**config.mk**
```make
export PLATFORM = sky130hd
export DESIGN_NAME = delay_meas
export DESIGN_NICKNAME = d
export VERILOG_FILES = /design/src/rtl/delay_meas_pkg.sv /design/src/rtl/delay_meas_sync.sv /design/src/rtl/delay_meas.sv
export SDC_FILE = /design/constraint.sdc
export NUM_CORES = 1
export LEC_CHECK = 0
export BUFFER_PORTS_ARGS = -buffer_cell sky130_fd_sc_hd__buf_2
export CAP_MARGIN = 0
export CORE_ASPECT_RATIO = 0.75
export CORE_MARGIN = 5
export CORE_UTILIZATION = 49
export CTS_CLUSTER_DIAMETER = 60
export CTS_CLUSTER_SIZE = 28
export DETAILED_ROUTE_END_ITERATION = 10
export MAX_ROUTING_LAYER = met4
export PLACE_DENSITY = 0.64
export SLEW_MARGIN = 20
export SYNTH_ARGS = -nofsm -noshare
export SYNTH_HDL_FRONTEND = slang
export SYNTH_SLANG_ARGS = --single-unit
```
**constraint.sdc**
```tcl
create_clock -name clk -period 4.96 [get_ports clk]
set_input_delay 0.992 -clock clk [delete_from_list [all_inputs] [get_ports clk]]
set_output_delay 0.992 -clock clk [all_outputs]
set_load 0.02 [all_outputs]
```
**src/rtl/delay_meas_pkg.sv**
```systemverilog
// Shared types and constants for the delay_meas cell-chain delay measurement block.
package delay_meas_pkg;

    typedef enum logic [2:0] {
        IDLE,
        LAUNCH_R,
        WAIT_R,
        LAUNCH_F,
        WAIT_F,
        REPORT
    } state_t;

    // Synchronizer adds this many extra counts beyond the true flop delay of the chain.
    localparam int SYNC_LAT = 1;

endpackage

```
**src/rtl/delay_meas_sync.sv**
```systemverilog
// Two-flop synchronizer bringing the asynchronous chain output into the clk domain.
module delay_meas_sync (
    input  logic clk,
    input  logic r,
    input  logic d,
    output logic q
);

    logic meta_p0;

    always_ff @(posedge clk) begin
        if (r) begin
            meta_p0 <= 1'b0;
            q       <= 1'b0;
        end else begin
            meta_p0 <= d;
            q       <= meta_p0;
        end
    end

endmodule

```
**src/rtl/delay_meas.sv**
```systemverilog
// Measures rise/fall propagation delay of a cell chain, averaged over 2^AVG_LOG2 pairs.
// Optional timeout compiled in with DELAY_MEAS_TIMEOUT_EN.
module delay_meas
    import delay_meas_pkg::*;
#(
    parameter int CNT_W    = 16,
    parameter int AVG_LOG2 = 3,
    parameter int TMO      = 1000
) (
    input  logic             clk,
    input  logic             r,
    input  logic             start,
    output logic             launch,
    input  logic             sense,
    output logic             busy,
    output logic             res_valid,
    input  logic             res_ready,
    output logic [CNT_W-1:0] rise_dly,
    output logic [CNT_W-1:0] fall_dly,
    output logic             err
);

    localparam int ACC_W  = CNT_W + AVG_LOG2;
    localparam int NPAIRS = 1 << AVG_LOG2;
    localparam logic [AVG_LOG2:0] LAST_PAIR = (AVG_LOG2 + 1)'(NPAIRS - 1);
    localparam logic [CNT_W-1:0]  LAT       = CNT_W'(SYNC_LAT);

    if (TMO < 1 || longint'(TMO) >= (longint'(1) << CNT_W)) begin : g_bad_tmo
        $error("delay_meas: TMO must fit the cycle counter");
    end

    state_t            state;
    logic [CNT_W-1:0]  cnt;
    logic [AVG_LOG2:0] pair_cnt;
    logic [ACC_W-1:0]  acc_r;
    logic [ACC_W-1:0]  acc_f;
    logic [ACC_W-1:0]  acc_f_sum;
    logic [CNT_W-1:0]  smp;
    logic              sense_s;
    logic              tmo_hit;

    function automatic logic [CNT_W-1:0] sat_inc(input logic [CNT_W-1:0] c);
        return (&c) ? c : c + 1'b1;
    endfunction

    function automatic logic [CNT_W-1:0] sample_of(input logic [CNT_W-1:0] c);
        return (c >= LAT) ? c - LAT : '0;
    endfunction

    delay_meas_sync u_sync (
        .clk (clk),
        .r   (r),
        .d   (sense),
        .q   (sense_s)
    );

`ifdef DELAY_MEAS_TIMEOUT_EN
    assign tmo_hit = (cnt == CNT_W'(TMO));
`else
    assign tmo_hit = 1'b0;
`endif

    assign smp       = sample_of(cnt);
    assign acc_f_sum = acc_f + ACC_W'(smp);

    always_ff @(posedge clk) begin
        if (r) begin
            state     <= IDLE;
            launch    <= 1'b0;
            busy      <= 1'b0;
            res_valid <= 1'b0;
            err       <= 1'b0;
            rise_dly  <= '0;
            fall_dly  <= '0;
            cnt       <= '0;
            pair_cnt  <= '0;
            acc_r     <= '0;
            acc_f     <= '0;
        end else begin
            case (state)
                IDLE: begin
                    if (start) begin
                        state    <= LAUNCH_R;
                        launch   <= 1'b1;
                        busy     <= 1'b1;
                        err      <= 1'b0;
                        pair_cnt <= '0;
                        acc_r    <= '0;
                        acc_f    <= '0;
                    end
                end
                LAUNCH_R: begin
                    cnt   <= '0;
                    state <= WAIT_R;
                end
                WAIT_R: begin
                    if (sense_s) begin
                        acc_r  <= acc_r + ACC_W'(smp);
                        launch <= 1'b0;
                        state  <= LAUNCH_F;
                    end else if (tmo_hit) begin
                        err       <= 1'b1;
                        rise_dly  <= '1;
                        fall_dly  <= '1;
                        launch    <= 1'b0;
                        res_valid <= 1'b1;
                        state     <= REPORT;
                    end else begin
                        cnt <= sat_inc(cnt);
                    end
                end
                LAUNCH_F: begin
                    cnt   <= '0;
                    state <= WAIT_F;
                end
                WAIT_F: begin
                    if (!sense_s) begin
                        if (pair_cnt == LAST_PAIR) begin
                            rise_dly  <= CNT_W'(acc_r >> AVG_LOG2);
                            fall_dly  <= CNT_W'(acc_f_sum >> AVG_LOG2);
                            res_valid <= 1'b1;
                            state     <= REPORT;
                        end else begin
                            acc_f    <= acc_f_sum;
                            pair_cnt <= pair_cnt + 1'b1;
                            launch   <= 1'b1;
                            state    <= LAUNCH_R;
                        end
                    end else if (tmo_hit) begin
                        err       <= 1'b1;
                        rise_dly  <= '1;
                        fall_dly  <= '1;
                        launch    <= 1'b0;
                        res_valid <= 1'b1;
                        state     <= REPORT;
                    end else begin
                        cnt <= sat_inc(cnt);
                    end
                end
                REPORT: begin
                    if (res_ready) begin
                        res_valid <= 1'b0;
                        busy      <= 1'b0;
                        state     <= IDLE;
                    end
                end
                default: state <= IDLE;
            endcase
        end
    end

endmodule

```
Word-level counts from Yosys, hierarchy flattened:

Cells that the tools add are included.

* bitwise logic cells: 1
* muxes and demuxes: 31
* add/subtract/negate cells: 5
* reductions and logical operators: 17
* order comparisons: 1
* eq/ne operators: 14

Operators by type and width (number)
* $mux W19: 4
* $pmux W19 S2: 2
* $mux W16: 4
* $pmux W16 S3: 1
* $add A19 B16 Y19: 2
* $pmux W3 S6: 1
* $add A16 B1 Y16 const B: 1
* $ge A16 B1 Y1 const B: 1
* $reduce_and A16 Y1: 1
* $sub A16 B1 Y16 const B: 1
* $mux W3: 5
* $mux W4: 3
* $ne A2 B2 Y1 const B: 6
* $reduce_and A3 Y1: 4
* $reduce_and A4 Y1: 3
* $pmux W4 S2: 1
* $reduce_bool A2 Y1: 4
* $mux W1: 7
* $eq A3 B2 Y1 const B: 2
* $eq A3 B3 Y1 const B: 2
* $reduce_bool A3 Y1: 2
* $reduce_and A5 Y1: 1
* $add A4 B1 Y4 const B: 1
* $eq A4 B3 Y1 const B: 1
* 7 further kinds: 9

* input port bits: 5
* output and inout bits: 36
* flip-flop bits (word level): 98

Longest topological paths before layout:

* depth after elaboration: 6
* mapped depth: 19
* gate-level depth less buffers: 17

Cells and area by module:

From an unflattened synthesis, not the netlist that was laid out.

* cell total of the unflattened synthesis: 792
* area total of the unflattened synthesis: 6129.6 um2

By module, submodules not included
* delay_meas: cells an instance 788, times used 1, sequential area each 1921.8 um2, area an instance 6077.1 um2
* delay_meas_sync: cells an instance 4, times used 1, sequential area each 40.0 um2, area an instance 52.6 um2

Worst setup path after synthesis:

OpenSTA, ideal clock, no wires.

* kind: reg-to-reg
* start: register cnt[0]
* end: register acc_f[12]
* path buffers: 3
* path slack: 0.755 ns
* data required time: 4.828 ns
* arrival: 4.073 ns
* stages on the path, launching flop included: 20
* setup time: 0.132 ns
* cell sequence: dfxtp_1 inv_1 ha_1 or4b_1 buf_2 or2_1 buf_6 nor2_1 clkbuf_1 nor2_1 ha_1 ha_1 nor3_1 o22ai_1 o211ai_1 o211ai_2 a2111o_1 a31o_2 nand3_1 a21oi_1

* longest elaborated chain between the ends: 6
* elaborated cells on any way between the ends: 7
* classes of those cells: 2 x add/sub; 1 x order compare; 4 x mux

Ends and longest elaborated chain
* start, declared: line delay_meas.sv:33 `logic [CNT_W-1:0] cnt;`
* start signal, assigned: line delay_meas.sv:109 `cnt <= sat_inc(cnt);`
* start signal, assigned: line delay_meas.sv:137 `cnt <= sat_inc(cnt);`
* $sub A16 B1 Y16 or $ge A16 B1 Y1 (tied branches): line delay_meas.sv:47 `return (c >= LAT) ? c - LAT : '0;`
* $mux W16 *: line delay_meas.sv:47
* $add A19 B16 Y19 *: line delay_meas.sv:64 `assign acc_f_sum = acc_f + ACC_W'(smp);`
* $mux W19 *: line delay_meas.sv:118 `if (pair_cnt == LAST_PAIR) begin`
* $mux W19 *: line delay_meas.sv:117 `if (!sense_s) begin`
* $pmux W19 S2 *: line delay_meas.sv:80 `case (state)`
* end signal, assigned: line delay_meas.sv:124 `acc_f <= acc_f_sum;`
* end, declared: line delay_meas.sv:36 `logic [ACC_W-1:0] acc_f;`

Every way passes the cells marked *; elsewhere a longest branch is shown, timed or not. The select of a mux whose other input is x is not followed.
A chain may end at the register's enable or synchronous reset.

Worst setup path after layout:

* start: register cnt[0]
* end: register fall_dly[13]

* longest elaborated chain between the ends: 3
* elaborated cells on any way between the ends: 4
* classes of those cells: 2 x add/sub; 1 x order compare; 1 x mux

Ends and longest elaborated chain
* $sub A16 B1 Y16 or $ge A16 B1 Y1 (tied branches): line delay_meas.sv:47
* $mux W16 *: line delay_meas.sv:47
* $add A19 B16 Y19 *: line delay_meas.sv:64
* end signal, assigned: line delay_meas.sv:120 `fall_dly <= CNT_W'(acc_f_sum >> AVG_LOG2);`
* end, declared: line delay_meas.sv:19 `output logic [CNT_W-1:0] fall_dly,`

Every way passes the cells marked *; elsewhere a longest branch is shown, timed or not.

==> results by group <==
Synthesis
  – Simple-gate share of the synthesized area: 0.256
  – Fraction of the mapped netlist area in adder cells: 0.0693
  – Unique masters post-synth: 78
  – Post-Synth XOR/XNOR Area: 0.0821
  – Largest family of logic cells by synthesized area: simple AND/OR/NAND/NOR gates
  – Top-count cell post-synth: nand2_1
  – Syn nets: 820
  – Synth Instances: 783
  – Number of synthesized flops with an enable pin: 0
  – Yosys warns: 0
  – Post-synthesis mux area share: 0.0103
  – Post-synthesis compound-gate area fraction: 0.216
  – Main area contributors after synthesis: dfxtp_1 (32%), ha_1 (6.6%), a21oi_1 (6.3%)
  – Mapped Area: 6080 um2
  – Post-synthesis sequential area ratio: 0.323
  – Top cells by count, synth: nand2_1 (102), dfxtp_1 (98), a21oi_1 (77)
  – Post-synthesis register bit count: 98
  – Post-synth ARST share: 0
  – Synth top area share: 0.323
  – Synthesized area per cell: 7.77 um2
  – Largest area contributor in the netlist: dfxtp_1
  – Main synth FF type: dfxtp_1

Setup path
  – R2R depth: 16
  – Crit Path Max Fanout: 7
  – Worst path cell trace: inv_1, ha_1, or4b_1, or2_1, nor2_1, nor2_1, ha_1, ha_1, nor3_1, o22ai_1, o211ai_1, o211ai_2, a21oi_1, a21oi_1, xnor2_1, a31o_2
  – Most used cell, CP: ha_1
  – CP endpoint kind: flop
  – Data required, critical path: 5.20 ns
  – CP peak stage delay: 0.59 ns
  – Levels on crit path: 16
  – Setup crit start kind: flop
  – Crit Path Category: reg -> reg
  – Crit-path slowest cell: or4b_1
  – Crit path DAT: 4.62 ns
  – Crit path buffers/inverters: 1
  – Delay-heaviest family, CP: simple AND/OR/NAND/NOR gates

Layout
  – P&R area growth vs syn: 9.71%
  – Layout cell share with drive strength beyond 1: 0.103
  – Final nets: 829
  – Diode count: 0

Floorplan
  – Effective utilization at floorplan: 0.498
  – Core Area: 12200 um2
  – Die W: 139 um
  – Overall die area: 14800 um2
  – # rows: 35
  – IO Pins: 41
  – Height of the die: 106 um

Clock tree
  – Clock Latency Late Sink: 0.35 ns
  – CTS Sinks: 98
  – # hold bufs at CTS: 0
  – Clk root buf: clkbuf_16
  – # resized after CTS: 0
  – Max Buffers Root-to-Sink: 2
  – # H-tree levels: 3
  – Postcts setup bufs: 0
  – Clock slew at reported path FFs: 0.07 ns
  – CTS Buf Count: 9
  – CTS tree: yes

Power and ir drop
  – P per Cell Area: 451 nW/um2
  – VDD IR max: 229 uV
  – Total power: 3.01 mW
  – Leak pwr: 2.71 nW

Global routing
  – Largest net degree at the start of global routing: 43
  – Antenna violations before repair: 0
  – Grt ovf: 0
  – All-layer global routing usage: 0.235
  – First-pass GRT wire length: 27.5 mm
  – Vias in the first global route: 5329

Place
  – Dpl hpwl: 12.4 mm
  – Port buffer count: 39
  – Gpl congestion: 0.933

STA
  – Period utilization: 0.881
  – Tightest Pin Transition: 0.875 ns
  – Slew margin rel.: 0.414
  – Hold Slack: 0.441 ns
  – RSZ-0062 raised after global routing: no
  – Period minus WS final: 4.37 ns
  – Slew Viols, Final: 0
  – Final Skew: 0.00740 ns
  – Hold Fails Final Rpt: 0
  – # setup viols final: 0
  – Highest Clock Rate: 229 MHz
  – TNS Setup: 0 ns

Route
  – Iteration-0 DRC count of the detailed router: 502
  – Routed vias: 5645
  – Detailed Routing Iterations Pass 1: 5
  – Post-detailed-route count of antenna-violating nets: 0
  – Routed Wire Length: 16.8 mm
  – Post-route DRC: 0
  – Drt wl/cell: 17.5 um
  – Vias/cell: 5.86

Worst hold path
  – Hold crit path type: reg -> reg
  – Hold depth: 1

Job
  – Max-cap viol count: 0

Run status
  – Outcome: finished, final reports clean
==> cell usage in the layout (no fill, tap or decap), drive strengths merged, types with 16 or more instances in the layout <==
cell	Yosys	routed
nand2	102	102
dfxtp	98	98
a21oi	79	79
nor2	76	76
buf	11	48
nand3	42	42
xnor2	35	35
ha	32	32
nor3	29	29
xor2	22	22
o21ai	22	22
a21o	16	16
==> worst reg2reg max path, cell delays in order, from the launching register on <==
cell	delay, ns
dfxtp_1	0.38
inv_1	0.10
ha_1	0.19
or4b_1	0.59
or2_1	0.37
nor2_1	0.18
nor2_1	0.09
ha_1	0.25
ha_1	0.25
nor3_1	0.36
o22ai_1	0.12
o211ai_1	0.35
o211ai_2	0.20
a21oi_1	0.26
a21oi_1	0.16
xnor2_1	0.16
a31o_2	0.25
==> logic make-up (layout without fill, tap and decap cells) <==
kind of cell | count (synthesis) | in the layout
AO/OA/AOI/OAI | 197 | 197
flip-flops | 98 | 98
AND/OR/NAND/NOR | 327 | 327
adder cells (fa/ha/maj) | 34 | 34
other | 1 | 1
XOR/XNOR | 57 | 57
multiplexers | 6 | 6
buffers and inverters | 63 | 77
==> final cells by class <==
| cell class | count | area, um2 |
|---|---|---|
| Multi-Input combinational cell | 622 | 3860 |
| Fill cell | 1171 | 5550 |
| Clock inverter | 5 | 86.3 |
| Clock buffer | 11 | 243 |
| Tap cell | 166 | 208 |
| Inverter | 13 | 48.8 |
| Timing Repair Buffer | 48 | 263 |
| Sequential cell | 98 | 1960 |
==> path summary, 6_finish.rpt <==
path,start,to,slack (ns)
max,cnt[0],fall_dly[13],0.59
min,u_sync.meta_p0,u_sync.q,0.44
max reg2reg,cnt[0],fall_dly[13],0.59
min reg2reg,u_sync.meta_p0,u_sync.q,0.44
==> stage by stage <==
stage / worst slack [ns] / util / cell area (um2) / instances
2_1_floorplan: 0.755 / - / 6080 / 783
3_3_place_gp: 0.825 / 0.519 / 6340 / 947
3_5_place_dp: 0.661 / 0.519 / 6340 / 947
4_1_cts: 0.649 / 0.546 / 6670 / 963
5_1_grt: 0.263 / 0.546 / 6670 / 963
6_report: 0.589 / 0.546 / 6670 / 963
==> flip-flops by register name (all words and copies together) (netlist names) <==
register	count
cnt	16
acc_r	19
pair_cnt	4
fall_dly	16
u_sync.q	1
u_sync.meta_p0	1
launch	1
acc_f	19
res_valid	1
state	3
busy	1
rise_dly	16
==> power breakdown <==
| group | internal, mW | leakage, nW | switching, mW |
|---|---|---|---|
| clock | 0.460 | 0.154 | 0.317 |
| combinational | 0.464 | 1.76 | 0.873 |
| sequential | 0.830 | 0.791 | 0.0639 |
==> layer usage <==
| metal | vias to the layer above | part of all wire | GRT usage |
|---|---|---|---|
| li1 | 2811 | - | - |
| met1 | 2658 | 0.50 | 0.332 |
| met2 | 159 | 0.43 | 0.356 |
| met3 | 17 | 0.056 | 0.0378 |
| met4 | 0 | 0.012 | 0.0538 |
| met5 | - | 0 | - |
Note: power is estimated with default switching activity, not from simulation.
